==> src/rtl/cnn_mac_pipe_if.sv <==
// cnn_mac_pipe_if: operand/result bus for cnn_mac_pipe
// master drives in_valid/din0/din1/first/last/mode and receives out_valid/dout/sat; slave is the MAC side
interface cnn_mac_pipe_if #(
  parameter int DIN0_WIDTH = 14,
  parameter int DIN1_WIDTH = 10,
  parameter int ACC_WIDTH  = 32
);
  logic in_valid, first, last, mode, out_valid, sat;
  logic signed [DIN0_WIDTH-1:0] din0;
  logic signed [DIN1_WIDTH-1:0] din1;
  logic signed [ACC_WIDTH-1:0] dout;
  modport master(output in_valid, din0, din1, first, last, mode, input out_valid, dout, sat);
  modport slave(input in_valid, din0, din1, first, last, mode, output out_valid, dout, sat);
endinterface

==> src/rtl/cnn_mac_pipe.sv <==
// cnn_mac_pipe: pipelined signed multiplier with saturating accumulate stage
// clk/reset (async, active-high), ce freezes all state; bus carries operands with first/last/mode in, out_valid/dout/sat out
module cnn_mac_pipe #(
  parameter int DIN0_WIDTH = 14,
  parameter int DIN1_WIDTH = 10,
  parameter int ACC_WIDTH  = 32,
  parameter int NUM_STAGE  = 3
) (
  input logic clk,
  input logic reset,
  input logic ce,
  cnn_mac_pipe_if.slave bus
);
  localparam int PW = DIN0_WIDTH + DIN1_WIDTH;
  localparam logic [ACC_WIDTH-1:0] ACC_MAX = {1'b0, {(ACC_WIDTH-1){1'b1}}};
  localparam logic [ACC_WIDTH-1:0] ACC_MIN = {1'b1, {(ACC_WIDTH-1){1'b0}}};
  logic signed [PW-1:0] mul;
  logic signed [ACC_WIDTH-1:0] prod_q [NUM_STAGE];
  logic signed [ACC_WIDTH-1:0] prod_d [NUM_STAGE];
  logic [3:0] side_q [NUM_STAGE];
  logic [3:0] side_d [NUM_STAGE];
  logic signed [ACC_WIDTH-1:0] acc_q, acc_d, dout_q, dout_d, p, base;
  logic [ACC_WIDTH:0] sum;
  logic flag_q, flag_d, out_valid_q, out_valid_d, sat_q, sat_d;
  logic v, f, l, m, ovf, mac;
  assign mul = bus.din0 * bus.din1;
  always_comb begin
    prod_d[0] = ACC_WIDTH'(mul);
    side_d[0] = {bus.in_valid, bus.first, bus.last, bus.mode};
    for (int i = 1; i < NUM_STAGE; i++) begin
      prod_d[i] = prod_q[i-1];
      side_d[i] = side_q[i-1];
    end
    {v, f, l, m} = side_q[NUM_STAGE-1];
    p = prod_q[NUM_STAGE-1];
    base = f ? '0 : acc_q;
    // one guard bit: overflow shows up as the top two bits disagreeing
    sum = {base[ACC_WIDTH-1], base} + {p[ACC_WIDTH-1], p};
    ovf = sum[ACC_WIDTH] != sum[ACC_WIDTH-1];
    mac = v & m;
    acc_d = mac ? (ovf ? (sum[ACC_WIDTH] ? ACC_MIN : ACC_MAX) : sum[ACC_WIDTH-1:0]) : acc_q;
    flag_d = mac ? ((~f & flag_q) | ovf) : flag_q;
    out_valid_d = v & (~m | l);
    dout_d = out_valid_d ? (m ? acc_d : p) : dout_q;
    sat_d = out_valid_d ? (m & flag_d) : sat_q;
  end
  always_ff @(posedge clk or posedge reset) begin
    if (reset) begin
      prod_q <= '{default: '0};
      side_q <= '{default: '0};
      acc_q <= '0;
      flag_q <= 1'b0;
      out_valid_q <= 1'b0;
      dout_q <= '0;
      sat_q <= 1'b0;
    end else if (ce) begin
      prod_q <= prod_d;
      side_q <= side_d;
      acc_q <= acc_d;
      flag_q <= flag_d;
      out_valid_q <= out_valid_d;
      dout_q <= dout_d;
      sat_q <= sat_d;
    end
  end
  assign bus.out_valid = out_valid_q;
  assign bus.dout = dout_q;
  assign bus.sat = sat_q;
endmodule
==> src/flat_wrapper.sv <==
// flat-port wrapper written by rule: the top's interface ports become plain ports
module cnn_mac_pipe_flat 
#(
  parameter int DIN0_WIDTH = 14,
  parameter int DIN1_WIDTH = 10,
  parameter int ACC_WIDTH  = 32,
  parameter int NUM_STAGE  = 3
)
  (clk, reset, ce, bus_in_valid, bus_din0, bus_din1, bus_first, bus_last, bus_mode, bus_out_valid, bus_dout, bus_sat);
  cnn_mac_pipe_if #(.DIN0_WIDTH(DIN0_WIDTH), .DIN1_WIDTH(DIN1_WIDTH), .ACC_WIDTH(ACC_WIDTH)) bus_i ();
  input logic clk;
  input logic reset;
  input logic ce;
  input wire logic [$bits(bus_i.in_valid)-1:0] bus_in_valid;
  input wire logic [$bits(bus_i.din0)-1:0] bus_din0;
  input wire logic [$bits(bus_i.din1)-1:0] bus_din1;
  input wire logic [$bits(bus_i.first)-1:0] bus_first;
  input wire logic [$bits(bus_i.last)-1:0] bus_last;
  input wire logic [$bits(bus_i.mode)-1:0] bus_mode;
  output wire logic [$bits(bus_i.out_valid)-1:0] bus_out_valid;
  output wire logic [$bits(bus_i.dout)-1:0] bus_dout;
  output wire logic [$bits(bus_i.sat)-1:0] bus_sat;
  assign bus_i.in_valid = bus_in_valid;
  assign bus_i.din0 = bus_din0;
  assign bus_i.din1 = bus_din1;
  assign bus_i.first = bus_first;
  assign bus_i.last = bus_last;
  assign bus_i.mode = bus_mode;
  assign bus_out_valid = bus_i.out_valid;
  assign bus_dout = bus_i.dout;
  assign bus_sat = bus_i.sat;
  cnn_mac_pipe #(.DIN0_WIDTH(DIN0_WIDTH), .DIN1_WIDTH(DIN1_WIDTH), .ACC_WIDTH(ACC_WIDTH), .NUM_STAGE(NUM_STAGE)) u_core (.clk(clk), .reset(reset), .ce(ce), .bus(bus_i));
endmodule
==> config.mk <==
export PLATFORM = sky130hd
export DESIGN_NAME = cnn_mac_pipe_flat
export DESIGN_NICKNAME = d
export VERILOG_FILES = /design/src/rtl/cnn_mac_pipe_if.sv /design/src/rtl/cnn_mac_pipe.sv /design/src/flat_wrapper.sv
export SDC_FILE = /design/constraint.sdc
export NUM_CORES = 1
export LEC_CHECK = 0
export ABC_AREA = 1
export BUFFER_PORTS_ARGS = -buffer_cell sky130_fd_sc_hd__clkbuf_2
export CAP_MARGIN = 10
export CORE_MARGIN = 1.5
export CORE_UTILIZATION = 64
export DETAILED_ROUTE_END_ITERATION = 10
export HOLD_SLACK_MARGIN = 0.1
export PLACE_DENSITY_LB_ADDON = 0.3
export SLEW_MARGIN = 20
export SYNTH_ARGS = -nofsm -noshare
export SYNTH_HDL_FRONTEND = slang
export SYNTH_SLANG_ARGS = --single-unit
==> constraint.sdc <==
create_clock -name clk -period 5.9 [get_ports clk]
set_clock_uncertainty 0.15 [all_clocks]
set_input_delay 1.18 -clock clk [delete_from_list [all_inputs] [get_ports clk]]
set_output_delay 1.18 -clock clk [all_outputs]
set_load 0.05 [all_outputs]
==> run metrics <==
status=complete, no violations; DR vias/cell=5.32; Routed wire per std cell=14.9 µm; Slew headroom=0.290; IO Pins=65; GRT overflow=0; Detailed Route WL=35.8 mm; vias in the first global route=13000; Slew @ Worst Pin=1.07 ns; Initial Util=0.651; Hold Crit Class=reg2reg; CP Data Arrival Time=5.81 ns; Power per Cell Area=581 nW/µm²; initial antenna violation count=0; RePlAce Congestion=0.975; CP Capture Type=flop; net count reported at finish=2356; cell count after synthesis=1991; largest net degree at the start of global routing=113; layout cells sized above 1=0.145; Hold Path Depth=2; Routed Antenna Nets=0; Remaining DRCs=0; GRT Total Usage=0.318; sequential-to-total area share from yosys stat=0.257; HPWL after detailed placement=27.8 mm; CTS tree=done; Worst EP required=6.07 ns; first-pass GRT wire length=60.8 mm; unrepaired setup endpoints after global routing=false; vias=12800; Core Area=22600 µm²; setup violators final=0; CTS Hold Bufs=0; Yosys cell types=53; Post-Place Setup Slack=-0.238 ns; clock root cell=clkbuf_16; Pre-antenna DRT Iters=5; Yosys Warn Count=0; Tcrit/Tclk final=0.956; post-route cell area=16500 µm²; final worst slack=0.258 ns; Worst IR Drop VDD=287 µV; placed inst area=15800 µm²; leakage power=9.75 nW; synthesized flop and latch total=151; Post-Syn Area per Cell=7.39 µm²; Period minus WS final=5.64 ns; FMAX=0.177 GHz; Inserted Clock Buffers=17; CP max FO=5; Clock transition at path regs=0.07 ns; row cnt=55; CTS max path bufs=2; Startpoint Class=primary input; DRT iter0 DRCs=737; clk_lat worst skew=0.43 ns; # diodes=0; post-synth net total=2235; Die Y=155 µm; IO buf count=64; H-tree depth=4; total clock sinks=151; Max Cap Viol=0; Final Hold Vio Count=0; total die area=23900 µm²; synthesized area=14700 µm²; Crit Path Category=in2reg; Max Slew Vio Count=0; Post-CTS Setup Inserts=0; Register-to-Register Path Depth=19; die width=155 µm; area growth from synthesis to layout=12.0%
==> cell type report <==
class	count	area, µm²
Fill cell	1845	6100
Timing Repair Buffer	173	1210
Clock buffer	18	429
Tap cell	285	357
Inverter	371	1400
Sequential cell	151	3780
Multi-Input combinational cell	1398	9140
Clock inverter	14	156
==> cells in the final DEF (no fill, tap or decap), types with 2 or more instances in the layout <==
| cell | netlist | routed |
|---|---|---|
| nand3_2 | 48 | 48 |
| o21a_1 | 3 | 3 |
| clkbuf_2 | 0 | 63 |
| xor2_1 | 19 | 19 |
| inv_6 | 0 | 6 |
| nor2_2 | 3 | 5 |
| nand3_1 | 54 | 54 |
| o21bai_1 | 10 | 10 |
| nand4_1 | 7 | 7 |
| a21oi_1 | 43 | 43 |
| nand2_4 | 2 | 2 |
| nor4_1 | 4 | 4 |
| buf_12 | 2 | 4 |
| buf_4 | 7 | 105 |
| or2_2 | 8 | 8 |
| a21oi_2 | 6 | 6 |
| inv_8 | 0 | 4 |
| nor2_1 | 102 | 100 |
| o21ai_1 | 5 | 5 |
| inv_1 | 359 | 358 |
| ha_1 | 89 | 89 |
| nor2_4 | 4 | 4 |
| dfrtp_1 | 151 | 151 |
| nand2_1 | 741 | 741 |
| a21o_1 | 2 | 2 |
| inv_2 | 11 | 10 |
| a31oi_1 | 5 | 5 |
| fa_1 | 124 | 124 |
| o21ai_0 | 48 | 47 |
| nand2_2 | 13 | 13 |
| xnor2_1 | 16 | 16 |
| a22oi_1 | 23 | 23 |
| o211ai_1 | 3 | 3 |
| clkinv_2 | 0 | 2 |
| clkbuf_16 | 0 | 17 |
==> cells in the mapped netlist (all sizes together) <==
cell type     number  area share
nor4               5      0.0031
inv              370       0.094
a22oi             23       0.012
nand4              7      0.0030
nand2            757        0.20
a221oi             1     0.00060
xnor2             16      0.0095
fa               124        0.17
a21boi             1     0.00051
a211oi             2      0.0010
o21ai             53       0.018
nand3b             1     0.00051
xor2              19       0.011
buf               16       0.012
nor2             109       0.030
ha                89       0.076
o21a               3      0.0015
clkbuf            51       0.013
a21oi             49       0.018
nor3b              1     0.00051
dlygate4sd1        1     0.00060
clkinv             1     0.00026
o21bai            10      0.0051
and3               1     0.00043
and2               1     0.00043
a31o               1     0.00060
o211ai             3      0.0015
o22ai              1     0.00043
nor3               2      0.0010
dlygate4sd3        2      0.0014
a31oi              5      0.0021
a21o               2      0.0010
dlymetal6s2s       1     0.00085
dfrtp            151        0.26
nand3            103       0.052
or2                9      0.0038
==> metal layers <==
metal	up-vias	GRT usage	wire [µm]
met5	-	0	0
met4	0	0.140	1330
met3	80	0.0272	1570
met2	401	0.581	18300
met1	6081	0.384	14600
li1	6251	-	-
==> kinds of logic (layout without fill, tap and decap cells) <==
| kind of cell | Yosys count | after routing | synth area share |
|---|---|---|---|
| AND/OR/NAND/NOR | 996 | 996 | 0.293 |
| buffers and inverters | 442 | 576 | 0.122 |
| adder cells (fa/ha/maj) | 213 | 213 | 0.245 |
| AO/OA/AOI/OAI | 154 | 154 | 0.0625 |
| flip-flops | 151 | 151 | 0.257 |
| XOR/XNOR | 35 | 35 | 0.0208 |
==> where the power goes <==
group,switching (mW),internal (mW),total (mW)
Sequential,0.293,1.45,1.74
Clock,0.486,0.602,1.09
Combinational,3.90,2.85,6.75
Total,4.68,4.90,9.58
==> timing repair <==
action	CTS	global route
endpoints found under the setup margin	0	4
gates resized for setup	0	5
hold endpoints to repair	0	0
==> worst paths after layout <==
check,startpoint,to,slack (ns)
setup reg to reg,u_core.f$_DFFE_PP0P_,u_core.bus.dout[27]$_DFFE_PP0P_,1.90
hold reg to reg,u_core.prod_d[43]$_DFFE_PP0P_,u_core.prod_d[11]$_DFFE_PP0P_,0.32
max in group asynchronous,reset,u_core.side_d[0]$_DFFE_PP0P_,3.75
setup / recovery,bus_din1[9],u_core.prod_d[53]$_DFFE_PP0P_,0.26
hold / removal,u_core.prod_d[43]$_DFFE_PP0P_,u_core.prod_d[11]$_DFFE_PP0P_,0.32
min in group asynchronous,reset,u_core.acc_q[7]$_DFFE_PP0P_,0.55
==> registers in the layout, indices dropped and copies added, names as in the netlist <==
register,cells
u_core.bus.out_valid,1
u_core.side_d,8
u_core.side_q,1
u_core.prod_d,48
u_core.bus.sat,1
u_core.p,24
u_core.f,1
u_core.flag_q,1
u_core.m,1
u_core.l,1
u_core.bus.dout,32
u_core.acc_q,32
==> critical path: stages <==
cell and delay [ns]:
clkbuf_2 0.09, inv_1 0.12, or2_2 0.32, fa_1 0.42, fa_1 0.55, inv_1 0.05
fa_1 0.53, inv_1 0.06, fa_1 0.52, fa_1 0.54, inv_1 0.04, ha_1 0.34
nand2_1 0.10, buf_4 0.12, nor2_1 0.06, a211oi_2 0.22, o211ai_1 0.12, or2_2 0.29
nand3_1 0.07, nand2_1 0.06
==> metrics by stage <==
| stage | util | TNS [ns] | power (mW) | hold WS [ns] | std cells |
|---|---|---|---|---|---|
| floorplan | - | 0 | 6.18 | 0.292 | 1991 |
| global placement | 0.702 | -1.07 | 8.31 | 0.303 | 2377 |
| detailed placement | 0.702 | -1.48 | 8.44 | 0.308 | 2377 |
| CTS | 0.728 | 0 | 9.57 | 0.321 | 2409 |
| global route | 0.730 | 0 | 10.5 | 0.337 | 2410 |
| finish | 0.730 | 0 | 9.58 | 0.317 | 2410 |
Power figures use the tool's default switching activity.
